## src/rtl/i2c_pkg.sv

```systemverilog
// i2c_pkg: shared types and constants for the byte-level I2C master.
//   i2c_state_t   - master FSM state encoding
//   ADDR_W_DEF    - default slave address width
//   DATA_W_DEF    - default data byte width
//   RW_WRITE/READ - values of the R/W bit
//   cnt_w()       - bit counter width, wide enough for ADDR_W and DATA_W-1
package i2c_pkg;

  localparam int ADDR_W_DEF = 7;
  localparam int DATA_W_DEF = 8;

  localparam logic RW_WRITE = 1'b0;
  localparam logic RW_READ  = 1'b1;

  typedef enum logic [3:0] {
    IDLE,
    START,
    ADDR,
    ACK_ADDR,
    WR,
    ACK_WR,
    RD,
    MACK,
    STOP
  } i2c_state_t;

  // The address phase counts ADDR_W..0 (address plus R/W), data counts DATA_W-1..0.
  function automatic int cnt_w(input int aw, input int dw);
    return $clog2(((aw + 1) > dw) ? (aw + 1) : dw);
  endfunction

endpackage

```

## src/rtl/i2c_master_fsm_if.sv

```systemverilog
// i2c_master_fsm_if: host command and SDA/SCL-stage signals of the I2C master.
//   master modport - the FSM: takes data_clk, host command and sampled SDA,
//                    returns sda_oe, scl_not_ena and host status.
//   slave modport  - the surrounding logic (host, stretch stage, pad).
interface i2c_master_fsm_if
  import i2c_pkg::*;
#(
  parameter int ADDR_W = ADDR_W_DEF,
  parameter int DATA_W = DATA_W_DEF
);

  logic              data_clk;
  logic              ena;
  logic [ADDR_W-1:0] addr;
  logic              rw;
  logic [DATA_W-1:0] data_wr;
  logic              sda_in;
  logic              sda_oe;
  logic              scl_not_ena;
  logic              busy;
  logic              req_next;
  logic [DATA_W-1:0] data_rd;
  logic              ack_error;

  modport master (
    input  data_clk, ena, addr, rw, data_wr, sda_in,
    output sda_oe, scl_not_ena, busy, req_next, data_rd, ack_error
  );

  modport slave (
    output data_clk, ena, addr, rw, data_wr, sda_in,
    input  sda_oe, scl_not_ena, busy, req_next, data_rd, ack_error
  );

endinterface

```

## src/rtl/i2c_clk_edge.sv

```systemverilog
// i2c_clk_edge: rise/fall pulse generator for the data_clk phase clock.
//   clk        - system clock
//   i_data_clk - phase clock, already registered in the clk domain
//   o_rise     - one-cycle pulse on a 0->1 transition
//   o_fall     - one-cycle pulse on a 1->0 transition
module i2c_clk_edge (
  input  logic clk,
  input  logic i_data_clk,
  output logic o_rise,
  output logic o_fall
);

  logic r_dclk_q;

  // Tracks data_clk even through reset so that releasing reset while
  // data_clk is high does not produce a spurious rise.
  always_ff @(posedge clk) begin
    r_dclk_q <= i_data_clk;
  end

  assign o_rise = i_data_clk & ~r_dclk_q;
  assign o_fall = ~i_data_clk & r_dclk_q;

endmodule

```

## src/rtl/i2c_master_fsm.sv

```systemverilog
// i2c_master_fsm: byte-level I2C master sequencer driven by the data_clk phase.
//   clk, rst - system clock, synchronous active-high reset
//   bus      - i2c_master_fsm_if.master: data_clk/ena/addr/rw/data_wr/sda_in in,
//              sda_oe/scl_not_ena/busy/req_next/data_rd/ack_error out
//
// state    | meaning
// ---------+---------------------------------------------------------
// IDLE     | bus free, waiting for ena on a data_clk rise
// START    | START held; also repeated START (SDA high one cycle first)
// ADDR     | shifting address + R/W, MSB first
// ACK_ADDR | SDA released, slave acknowledges address
// WR       | shifting write byte, MSB first
// ACK_WR   | SDA released, slave acknowledges byte; host decides next
// RD       | SDA released, sampling read byte on falls
// MACK     | master ACK (continue) or NACK (last byte); host decides next
// STOP     | SDA low with SCL idle, then release for STOP
module i2c_master_fsm
  import i2c_pkg::*;
#(
  parameter int ADDR_W = ADDR_W_DEF,
  parameter int DATA_W = DATA_W_DEF
) (
  input logic              clk,
  input logic              rst,
  i2c_master_fsm_if.master bus
);

  localparam int CNT_W = cnt_w(ADDR_W, DATA_W);

  logic w_rise, w_fall;

  i2c_clk_edge u_edge (
    .clk       (clk),
    .i_data_clk(bus.data_clk),
    .o_rise    (w_rise),
    .o_fall    (w_fall)
  );

  i2c_state_t        r_state,     w_state;
  logic              r_sda_oe,    w_sda_oe;
  logic              r_scl_ne,    w_scl_ne;
  logic              r_busy,      w_busy;
  logic              r_req_next,  w_req_next;
  logic [DATA_W-1:0] r_data_rd,   w_data_rd;
  logic              r_ack_error, w_ack_error;
  logic [CNT_W-1:0]  r_bit_cnt,   w_bit_cnt;
  logic [ADDR_W:0]   r_addr_rw,   w_addr_rw;
  logic [DATA_W-1:0] r_tx,        w_tx;
  logic [DATA_W-1:0] r_rx,        w_rx;
  logic              r_rstart,    w_rstart;

  logic [CNT_W-1:0]  w_cnt_dec;
  logic              w_same;

  assign w_cnt_dec = r_bit_cnt - CNT_W'(1);
  assign w_same    = ({bus.addr, bus.rw} == r_addr_rw);

  always_comb begin
    w_state     = r_state;
    w_sda_oe    = r_sda_oe;
    w_scl_ne    = r_scl_ne;
    w_busy      = r_busy;
    w_req_next  = 1'b0;
    w_data_rd   = r_data_rd;
    w_ack_error = r_ack_error;
    w_bit_cnt   = r_bit_cnt;
    w_addr_rw   = r_addr_rw;
    w_tx        = r_tx;
    w_rx        = r_rx;
    w_rstart    = r_rstart;

    if (w_rise) begin
      case (r_state)
        IDLE: if (bus.ena) begin
          w_addr_rw = {bus.addr, bus.rw};
          w_tx      = bus.data_wr;
          w_busy    = 1'b1;
          w_sda_oe  = 1'b1;
          w_state   = START;
        end
        START: if (r_rstart) begin
          // SDA has been high for a full data_clk cycle: pull it low now.
          w_rstart  = 1'b0;
          w_sda_oe  = 1'b1;
          w_addr_rw = {bus.addr, bus.rw};
          w_tx      = bus.data_wr;
        end else begin
          w_sda_oe  = ~r_addr_rw[ADDR_W];
          w_bit_cnt = CNT_W'(ADDR_W);
          w_state   = ADDR;
        end
        ADDR: if (r_bit_cnt == '0) begin
          w_sda_oe = 1'b0;
          w_state  = ACK_ADDR;
        end else begin
          w_bit_cnt = w_cnt_dec;
          w_sda_oe  = ~r_addr_rw[w_cnt_dec];
        end
        ACK_ADDR: begin
          w_bit_cnt = CNT_W'(DATA_W - 1);
          if (r_addr_rw[0] == RW_READ) begin
            w_sda_oe = 1'b0;
            w_state  = RD;
          end else begin
            w_sda_oe = ~r_tx[DATA_W-1];
            w_state  = WR;
          end
        end
        WR: if (r_bit_cnt == '0) begin
          w_sda_oe = 1'b0;
          w_state  = ACK_WR;
        end else begin
          w_bit_cnt = w_cnt_dec;
          w_sda_oe  = ~r_tx[w_cnt_dec];
        end
        RD: if (r_bit_cnt == '0) begin
          w_data_rd = r_rx;
          // ACK only if the host will continue reading from the same slave.
          w_sda_oe  = bus.ena && w_same;
          w_state   = MACK;
        end else begin
          w_bit_cnt = w_cnt_dec;
        end
        ACK_WR, MACK: begin
          if (bus.ena && w_same) begin
            w_req_next = 1'b1;
            w_tx       = bus.data_wr;
            w_bit_cnt  = CNT_W'(DATA_W - 1);
            if (r_addr_rw[0] == RW_WRITE) begin
              w_sda_oe = ~bus.data_wr[DATA_W-1];
              w_state  = WR;
            end else begin
              w_sda_oe = 1'b0;
              w_state  = RD;
            end
          end else if (bus.ena) begin
            w_sda_oe = 1'b0;
            w_rstart = 1'b1;
            w_state  = START;
          end else begin
            w_sda_oe = 1'b1;
            w_state  = STOP;
          end
        end
        STOP: begin
          w_sda_oe = 1'b0;
          w_busy   = 1'b0;
          w_state  = IDLE;
        end
        default: w_state = IDLE;
      endcase
    end else if (w_fall) begin
      case (r_state)
        START: begin
          w_scl_ne    = 1'b0;
          w_ack_error = 1'b0;
        end
        ACK_ADDR, ACK_WR: w_ack_error = r_ack_error | bus.sda_in;
        RD:               w_rx[r_bit_cnt] = bus.sda_in;
        STOP:             w_scl_ne = 1'b1;
        default:          ;
      endcase
    end
  end

  always_ff @(posedge clk) begin
    if (rst) begin
      r_state     <= IDLE;
      r_sda_oe    <= 1'b0;
      r_scl_ne    <= 1'b1;
      r_busy      <= 1'b0;
      r_req_next  <= 1'b0;
      r_data_rd   <= '0;
      r_ack_error <= 1'b0;
      r_bit_cnt   <= CNT_W'(DATA_W - 1);
      r_addr_rw   <= '0;
      r_tx        <= '0;
      r_rx        <= '0;
      r_rstart    <= 1'b0;
    end else begin
      r_state     <= w_state;
      r_sda_oe    <= w_sda_oe;
      r_scl_ne    <= w_scl_ne;
      r_busy      <= w_busy;
      r_req_next  <= w_req_next;
      r_data_rd   <= w_data_rd;
      r_ack_error <= w_ack_error;
      r_bit_cnt   <= w_bit_cnt;
      r_addr_rw   <= w_addr_rw;
      r_tx        <= w_tx;
      r_rx        <= w_rx;
      r_rstart    <= w_rstart;
    end
  end

  assign bus.sda_oe      = r_sda_oe;
  assign bus.scl_not_ena = r_scl_ne;
  assign bus.busy        = r_busy;
  assign bus.req_next    = r_req_next;
  assign bus.data_rd     = r_data_rd;
  assign bus.ack_error   = r_ack_error;

endmodule

```

## src/flat_wrapper.sv

```systemverilog
// flat-port wrapper written by rule: the top's interface ports become plain ports
module i2c_master_fsm_flat import i2c_pkg::*;
#(
  parameter int ADDR_W = ADDR_W_DEF,
  parameter int DATA_W = DATA_W_DEF
)
  (clk, rst, bus_data_clk, bus_ena, bus_addr, bus_rw, bus_data_wr, bus_sda_in, bus_sda_oe, bus_scl_not_ena, bus_busy, bus_req_next, bus_data_rd, bus_ack_error);
  i2c_master_fsm_if #(.ADDR_W(ADDR_W), .DATA_W(DATA_W)) bus_i ();
  input logic clk;
  input logic rst;
  input wire logic [$bits(bus_i.data_clk)-1:0] bus_data_clk;
  input wire logic [$bits(bus_i.ena)-1:0] bus_ena;
  input wire logic [$bits(bus_i.addr)-1:0] bus_addr;
  input wire logic [$bits(bus_i.rw)-1:0] bus_rw;
  input wire logic [$bits(bus_i.data_wr)-1:0] bus_data_wr;
  input wire logic [$bits(bus_i.sda_in)-1:0] bus_sda_in;
  output wire logic [$bits(bus_i.sda_oe)-1:0] bus_sda_oe;
  output wire logic [$bits(bus_i.scl_not_ena)-1:0] bus_scl_not_ena;
  output wire logic [$bits(bus_i.busy)-1:0] bus_busy;
  output wire logic [$bits(bus_i.req_next)-1:0] bus_req_next;
  output wire logic [$bits(bus_i.data_rd)-1:0] bus_data_rd;
  output wire logic [$bits(bus_i.ack_error)-1:0] bus_ack_error;
  assign bus_i.data_clk = bus_data_clk;
  assign bus_i.ena = bus_ena;
  assign bus_i.addr = bus_addr;
  assign bus_i.rw = bus_rw;
  assign bus_i.data_wr = bus_data_wr;
  assign bus_i.sda_in = bus_sda_in;
  assign bus_sda_oe = bus_i.sda_oe;
  assign bus_scl_not_ena = bus_i.scl_not_ena;
  assign bus_busy = bus_i.busy;
  assign bus_req_next = bus_i.req_next;
  assign bus_data_rd = bus_i.data_rd;
  assign bus_ack_error = bus_i.ack_error;
  i2c_master_fsm #(.ADDR_W(ADDR_W), .DATA_W(DATA_W)) u_core (.clk(clk), .rst(rst), .bus(bus_i));
endmodule
```

## config.mk

```make
export PLATFORM = sky130hd
export DESIGN_NAME = i2c_master_fsm_flat
export DESIGN_NICKNAME = d
export VERILOG_FILES = /design/src/rtl/i2c_pkg.sv /design/src/rtl/i2c_master_fsm_if.sv /design/src/rtl/i2c_clk_edge.sv /design/src/rtl/i2c_master_fsm.sv /design/src/flat_wrapper.sv
export SDC_FILE = /design/constraint.sdc
export NUM_CORES = 1
export LEC_CHECK = 0
export ABC_CLOCK_PERIOD_IN_PS = 2000
export CAP_MARGIN = 20
export CORE_MARGIN = 2
export CORE_UTILIZATION = 30
export CTS_CLUSTER_SIZE = 24
export DETAILED_ROUTE_END_ITERATION = 16
export PLACE_DENSITY = 0.56
export SYNTH_ARGS = -nofsm -noshare
export SYNTH_HDL_FRONTEND = slang
export SYNTH_SLANG_ARGS = --single-unit
export TNS_END_PERCENT = 50
```

## constraint.sdc

```tcl
create_clock -name clk -period 2 [get_ports clk]
set_input_delay 0.2 -clock clk [delete_from_list [all_inputs] [get_ports clk]]
set_output_delay 0.2 -clock clk [all_outputs]
set_load 0.05 [all_outputs]
```

==> results of run 1 <==
cell usage after synthesis (all sizes together) (5+ instances only):
library cell,count
a21oi,28
buf,6
clkbuf,14
dfxtp,46
inv,9
mux2i,17
nand2,26
nand3,18
nor2,28
nor2b,5
nor4,5
o21ai,16
xor2,9
worst max-delay path: stages (launching register included):
cell	delay, ns
dfxtp_1	0.34
inv_1	0.08
ha_4	0.31
mux4_2	0.52
o41ai_2	0.37
nor4_1	0.09
a21oi_1	0.14
layout make-up:
type | instances | area [um^2] | area share
inverter | 9 | 33.78 | 0.01073
clock buffer | 7 | 86.33 | 0.02741
clock inverter | 1 | 8.758 | 0.002781
tap | 102 | 127.6 | 0.04052
sequential | 46 | 920.9 | 0.2924
multi-input combinational | 207 | 1396 | 0.4434
timing repair buffer | 64 | 575.6 | 0.1828
metal layers:
metal,up-vias,global-route usage,routed length [um]
met1,1059,0.2145,3009
met4,0,0.04710,87
met3,6,0.02729,331
met5,-,0,0
li1,1114,-,-
met2,54,0.2321,2723
where the power goes:
group          total, mW  switching [mW]  internal, mW
registers          0.946          0.0140         0.932
logic              0.209           0.108         0.100
clock network      0.624           0.337         0.287
flip-flops by register name, summed over array words and instances, names as in the netlist:
name,cells
u_core.bus.data_rd,8
u_core.r_addr_rw,8
u_core.r_rx,8
u_core.r_tx,8
u_core.r_state,4
u_core.r_bit_cnt,3
u_core.bus.ack_error,1
u_core.bus.busy,1
u_core.bus.req_next,1
u_core.bus.scl_not_ena,1
u_core.bus.sda_oe,1
u_core.r_rstart,1
u_core.u_edge.r_dclk_q,1
timing repair:
action,4_1_cts,5_1_grt
setup endpoints to repair,0,1
gates resized for setup,0,2
hold buffers,0,0
cell families after synthesis:
family | Yosys count | synth area share
compound gates | 67 | 0.1721
xor+xnor | 10 | 0.03618
fa+ha+maj | 2 | 0.01033
buf+inv | 29 | 0.04961
flops | 46 | 0.3804
mux | 21 | 0.1121
simple gates | 107 | 0.2393
path summary, 6_finish.rpt:
check	to	slack, ns	depth (start not counted)
worst max-delay path	u_core.bus.sda_oe	0.08	6
worst min-delay path	u_core.u_edge.r_dclk_q	0.46	1
worst max register to register	u_core.bus.sda_oe	0.08	6
worst min register to register	u_core.r_tx[1]	0.47	2
per-stage QoR:
step	utilization	setup WS [ns]	setup TNS (ns)	power, mW
after CTS	0.4050	0.02334	0	1.802
after global routing	0.4054	-0.01324	-0.01324	1.849
final	0.4054	0.08481	0	1.778
after floorplan	-	0.03967	0	1.076
after detailed placement	0.3927	-0.05411	-0.1056	1.177
after global placement	0.3927	0.005230	0	1.174
cell usage in the layout, fill, tap and decap left out, types with 2 or more instances in the layout:
cell and n:
mux4_1 2, nor3b_1 2, a211oi_1 4, clkbuf_8 6, o31ai_1 2, nor4_1 2
or4b_1 2, nor2_1 28, a22oi_1 2, a21oi_1 28, mux4_2 2, inv_1 9
clkdlybuf4s50_1 33, mux2i_1 17, xor2_1 9, or4_1 2, nand4_1 2, and3_1 2
nand2_1 26, dfxtp_1 46, nand3_1 18, o21ai_0 16, and2_1 2, a211o_1 3
nor4_4 2, nor3_1 4, nor2b_1 5, buf_4 30
==> run_results.csv, run 1 <==
group,metric,value,unit
setup_path,critical_path.startpoint,"u_core.r_bit_cnt[1]",
clock_tree,cts_tree,"built",
setup_path,cp_max_fo,5,
layout,fillers,827,
layout,finalInstanceArea,0.003149,mm^2
global_routing,grt_pass1_vias,2146,
clock_tree,htree_levels,2,
global_routing,antenna_found_initial,0,
place,dpl_cell_area,0.003050,mm^2
status,status,"completed",
place,routabilityCongestion,0.8776,
route,avgRoutedWirePerCell,14.11,um
die,num_io_pins,34,
route,vias,2233,
layout,area_growth,30.08,%
logic_synthesis,synth_edf_count,0,
route,drc_errors,0,
setup_path,worst-endpoint-arrival,2.15,ns
sta,fin_crit_sh,0.9576,
die,dieArea,0.008805,mm^2
sta,relSlewSlack,0.6640,
die,core-area,0.007767,mm^2
global_routing,grt_max_degree,46,
sta,finalSetupViolations,0,
logic_synthesis,yosys_warnings,0,
route,first_pass_iters,4,
logic_synthesis,yosys.area.top_type,"dfxtp_1",
logic_synthesis,synth_area_leaders,"dfxtp_1 38%, mux2i_1 7.0%, a21oi_1 5.8%",
clock_tree,cts_root_buffer,"clkbuf_8",
layout,final_cells,436,
sta,tightest_slew,0.5025,ns
clock_tree,clk_path_buf_depth,2,
logic_synthesis,seq_area_frac_synth,0.3804,
global_routing,grt-ovfl-total,0,
pwr,ir_drop,0.2521,mV
logic_synthesis,synthCells,282,
logic_synthesis,syn-cell-area,0.002421,mm^2
setup_path,crit-reg2reg-launch,"u_core.r_bit_cnt[1]",
layout,antenna_cells,0,
clock_tree,cts_inserted_buffers,5,
logic_synthesis,synth_cell_types,53,
pwr,p_per_area,564.7,mW/mm^2
logic_synthesis,yosysTopAreaCellShare,0.3804,
clock_tree,cts_sinks,46,
place,dp_hpwl,4.507,mm
logic_synthesis,ys_ff_latch,46,
die,num_rows,32,
route,drtIter0Drc,157,
worst_hold_path,hold_start,"bus_data_clk",
layout,fin_nets,356,
die,die_w,93.84,um
logic_synthesis,syn_nets,305,
global_routing,grt.total_usage,0.1511,
setup_path,startpoint_type,"flip-flop",
sta,fin_crit,1.915,ns
sta,hold_viol,0,
setup_path,crit_type,"reg2reg",
route,drtAntennaViolNets,0,
clock_tree,clk_pin_slew_worst_paths,0.09,ns
global_routing,grt_first_pass_wirelength,10.59,mm
route,vias_per_cell,5.122,
logic_synthesis,synth_flop_cell,"dfxtp_1",
route,wl,6.152,mm
layout,drive_gt1_frac,0.1497,
sta,timing.fmax,522.1,MHz
pwr,p_leak,1.257,nW
place,dp_cells,428,
logic_synthesis,avgSynthCellArea,8.585,um^2
worst_hold_path,hold_class,"in2reg",
logic_synthesis,ys_async_sr_fraction,0,
clock_tree,post_cts_buffers,0,
die,chipHeight,93.84,um
run,maxCapViolations,0,
sta,fin_skew,0.002520,ns
setup_path,crit_required,2.24,ns
sta,drv_slew,0,
setup_path,end_kind,"flip-flop",
clock_tree,clk_latency,0.30,ns
sta,whs,0.4575,ns
place,port_buffers,33,
die,start_util,0.3117,
(Power assumes the default switching activity.)
==> run 2: changes to the inputs <==
ABC_CLOCK_PERIOD_IN_PS = not set   (was 2000)
CELL_PAD_IN_SITES_DETAIL_PLACEMENT = 0   (was not set)
CELL_PAD_IN_SITES_GLOBAL_PLACEMENT = 2   (was not set)
CORE_UTILIZATION = 29   (was 30)
PLACE_DENSITY = 0.79   (was 0.56)
==> run_results.csv, run 2 (synthesized netlist as in run 1, its figures left out) <==
group,metric,value,unit
clock_tree,clk_path_buf_depth,2,
status,status,"completed",
layout,multi_input_area,0.001400,mm^2
setup_path,reg2reg_to,"u_core.bus.sda_oe",
setup_path,cp_top_family,"simple AND/OR/NAND/NOR gates",
worst_hold_path,hold_end,"u_core.u_edge.r_dclk_q",
layout,final_cell_mix,"45 x dfxtp_1, 33 x clkdlybuf4s50_1, 29 x buf_4, 28 x nor2_1, 28 x a21oi_1",
route,vias,2228,
run,maxCapViolations,0,
route,drc_errors,0,
clock_tree,cts_inserted_buffers,5,
sta,fin_ws,0.06604,ns
place,routabilityCongestion,0.7841,
global_routing,grt.total_usage,0.1497,
global_routing,antenna_found_initial,0,
setup_path,crit-reg2reg-launch,"u_core.r_state[3]",
sta,tightest_slew,0.4983,ns
clock_tree,post_cts_buffers,0,
global_routing,use_met3,0.03241,
setup_path,startpoint_type,"flip-flop",
die,chipHeight,95.37,um
worst_hold_path,hold_start,"bus_data_clk",
sta,relSlewSlack,0.6668,
worst_hold_path,hold_class,"in2reg",
clock_tree,cts_tree,"built",
pwr,p_leak,1.260,nW
global_routing,grtUsageMet1,0.2054,
place,dp_cells,430,
route,vias_per_cell,5.087,
global_routing,grt_most_used_layer,"met2",
place,port_buffers,33,
setup_path,crit_path_frequent_cell,"or4b_1",
pwr,ir_drop,0.2401,mV
global_routing,grt_first_pass_wirelength,10.56,mm
sta,hold_viol,0,
sta,rsz0062_at_grt,"false",
sta,tns,0,ns
pwr,p_per_area,556.1,mW/mm^2
die,start_util,0.2976,
worst_hold_path,hold_depth,1,
route,drtAntennaViolNets,0,
sta,finalSetupViolations,0,
place,pre_cts_ws,-0.008348,ns
clock_tree,htree_levels,2,
layout,area_growth,29.82,%
layout,fin_nets,355,
route,drtIter0Drc,168,
setup_path,worst-endpoint-arrival,2.18,ns
setup_path,worstRegToRegCells,5,
route,wl,6.381,mm
layout,final_cells,438,
die,core-area,0.008134,mm^2
setup_path,crit_required,2.24,ns
layout,fillers,852,
global_routing,use_met2,0.2312,
setup_path,cpMaxStageDelayCell,"or4b_1",
setup_path,critPathMaxStageDelay,0.65,ns
setup_path,r2r_slack,0.07,ns
sta,drv_slew,0,
place,dpl_cell_area,0.003047,mm^2
layout,seq_area,922.1,um^2
layout,drive_gt1_frac,0.1502,
clock_tree,clk_pin_slew_worst_paths,0.10,ns
setup_path,cp_cell_sequence,"or4b_1, or4b_1, o41ai_2, nor4_1, a21oi_1",
sta,fin_skew,0.009734,ns
place,dp_hpwl,4.675,mm
setup_path,crit_type,"reg2reg",
layout,antenna_cells,0,
global_routing,grt_pass1_vias,2140,
die,dieArea,0.009095,mm^2
setup_path,crit_buf_inv,0,
clock_tree,clk_latency,0.31,ns
sta,fin_crit_sh,0.9670,
sta,timing.fmax,517.1,MHz
global_routing,grt-ovfl-total,0,
route,avgRoutedWirePerCell,14.57,um
global_routing,grt_max_degree,46,
setup_path,end_kind,"flip-flop",
layout,finalInstanceArea,0.003143,mm^2
die,die_w,95.37,um
sta,fin_crit,1.934,ns
clock_tree,cts_sinks,46,
clock_tree,cts_root_buffer,"clkbuf_8",
setup_path,cp_max_fo,9,
route,first_pass_iters,4,
layout,final_common_cell,"dfxtp_1",
die,num_rows,33,
die,num_io_pins,34,
run 2: cell types whose count changed in the layout (fill, tap and decap cells not counted):
cell | previous run | this run
clkbuf_8 | 6 | 5
clkinv_2 | 0 | 2
dfxtp_1 | 46 | 45
mux4_1 | 2 | 3
buf_4 | 30 | 29
mux4_2 | 2 | 1
clkbuf_1 | 1 | 0
dfxtp_2 | 0 | 1
run 2: timing repair:
| action | in CTS | in global routing |
|---|---|---|
| gates resized for setup | 0 | 2 |
| hold buffers | 0 | 0 |
| endpoints found under the setup margin | 0 | 3 |
run 2: worst max-delay path by stage:
stage	start	end	slack (ns)	cells after the start
after global placement	bus_addr[4]	u_core.r_bit_cnt[1]	0.04	7
final	u_core.r_state[3]	u_core.bus.sda_oe	0.07	5
after CTS	u_core.r_bit_cnt[1]	u_core.bus.sda_oe	0.07	6
after floorplan	u_core.r_bit_cnt[1]	u_core.bus.sda_oe	0.04	7
after global routing	u_core.r_state[3]	u_core.r_bit_cnt[0]	0.005	5
after detailed placement	bus_addr[4]	u_core.r_bit_cnt[0]	-0.008	6
run 2: report_power, final:
part / total [mW] / internal (mW) / switching, mW
clock: 0.592 / 0.247 / 0.345
sequential: 0.947 / 0.932 / 0.0147
combinational: 0.209 / 0.100 / 0.109
run 2: cell type report:
class | count | area share
clock buffers | 5 | 0.02189
clock inverters | 3 | 0.005971
inverters | 9 | 0.01075
multi-input cells | 207 | 0.4455
flip-flops and latches | 46 | 0.2934
well taps | 105 | 0.04180
repair buffers | 63 | 0.1807
run 2: routing by layer:
layer  vias to the layer above  part of all wire
li1                       1113                 -
met1                      1054              0.49
met2                        52              0.45
met3                         9             0.041
met4                         0             0.018
met5                         -                 0
run 2: stage by stage:
stage / power (mW) / hold slack (ns) / utilization
after floorplan: 1.076 / 0.2277 / -
after global placement: 1.177 / 0.4570 / 0.3746
after detailed placement: 1.177 / 0.4599 / 0.3746
after CTS: 1.776 / 0.4179 / 0.3853
after global routing: 1.830 / 0.4334 / 0.3864
final: 1.748 / 0.4252 / 0.3864
==> run 3: changes to the inputs <==
HOLD_SLACK_MARGIN = 0.03   (was not set)
==> results of run 3 <==
No change in the layout: final DEF, timing and power equal those of run 2.
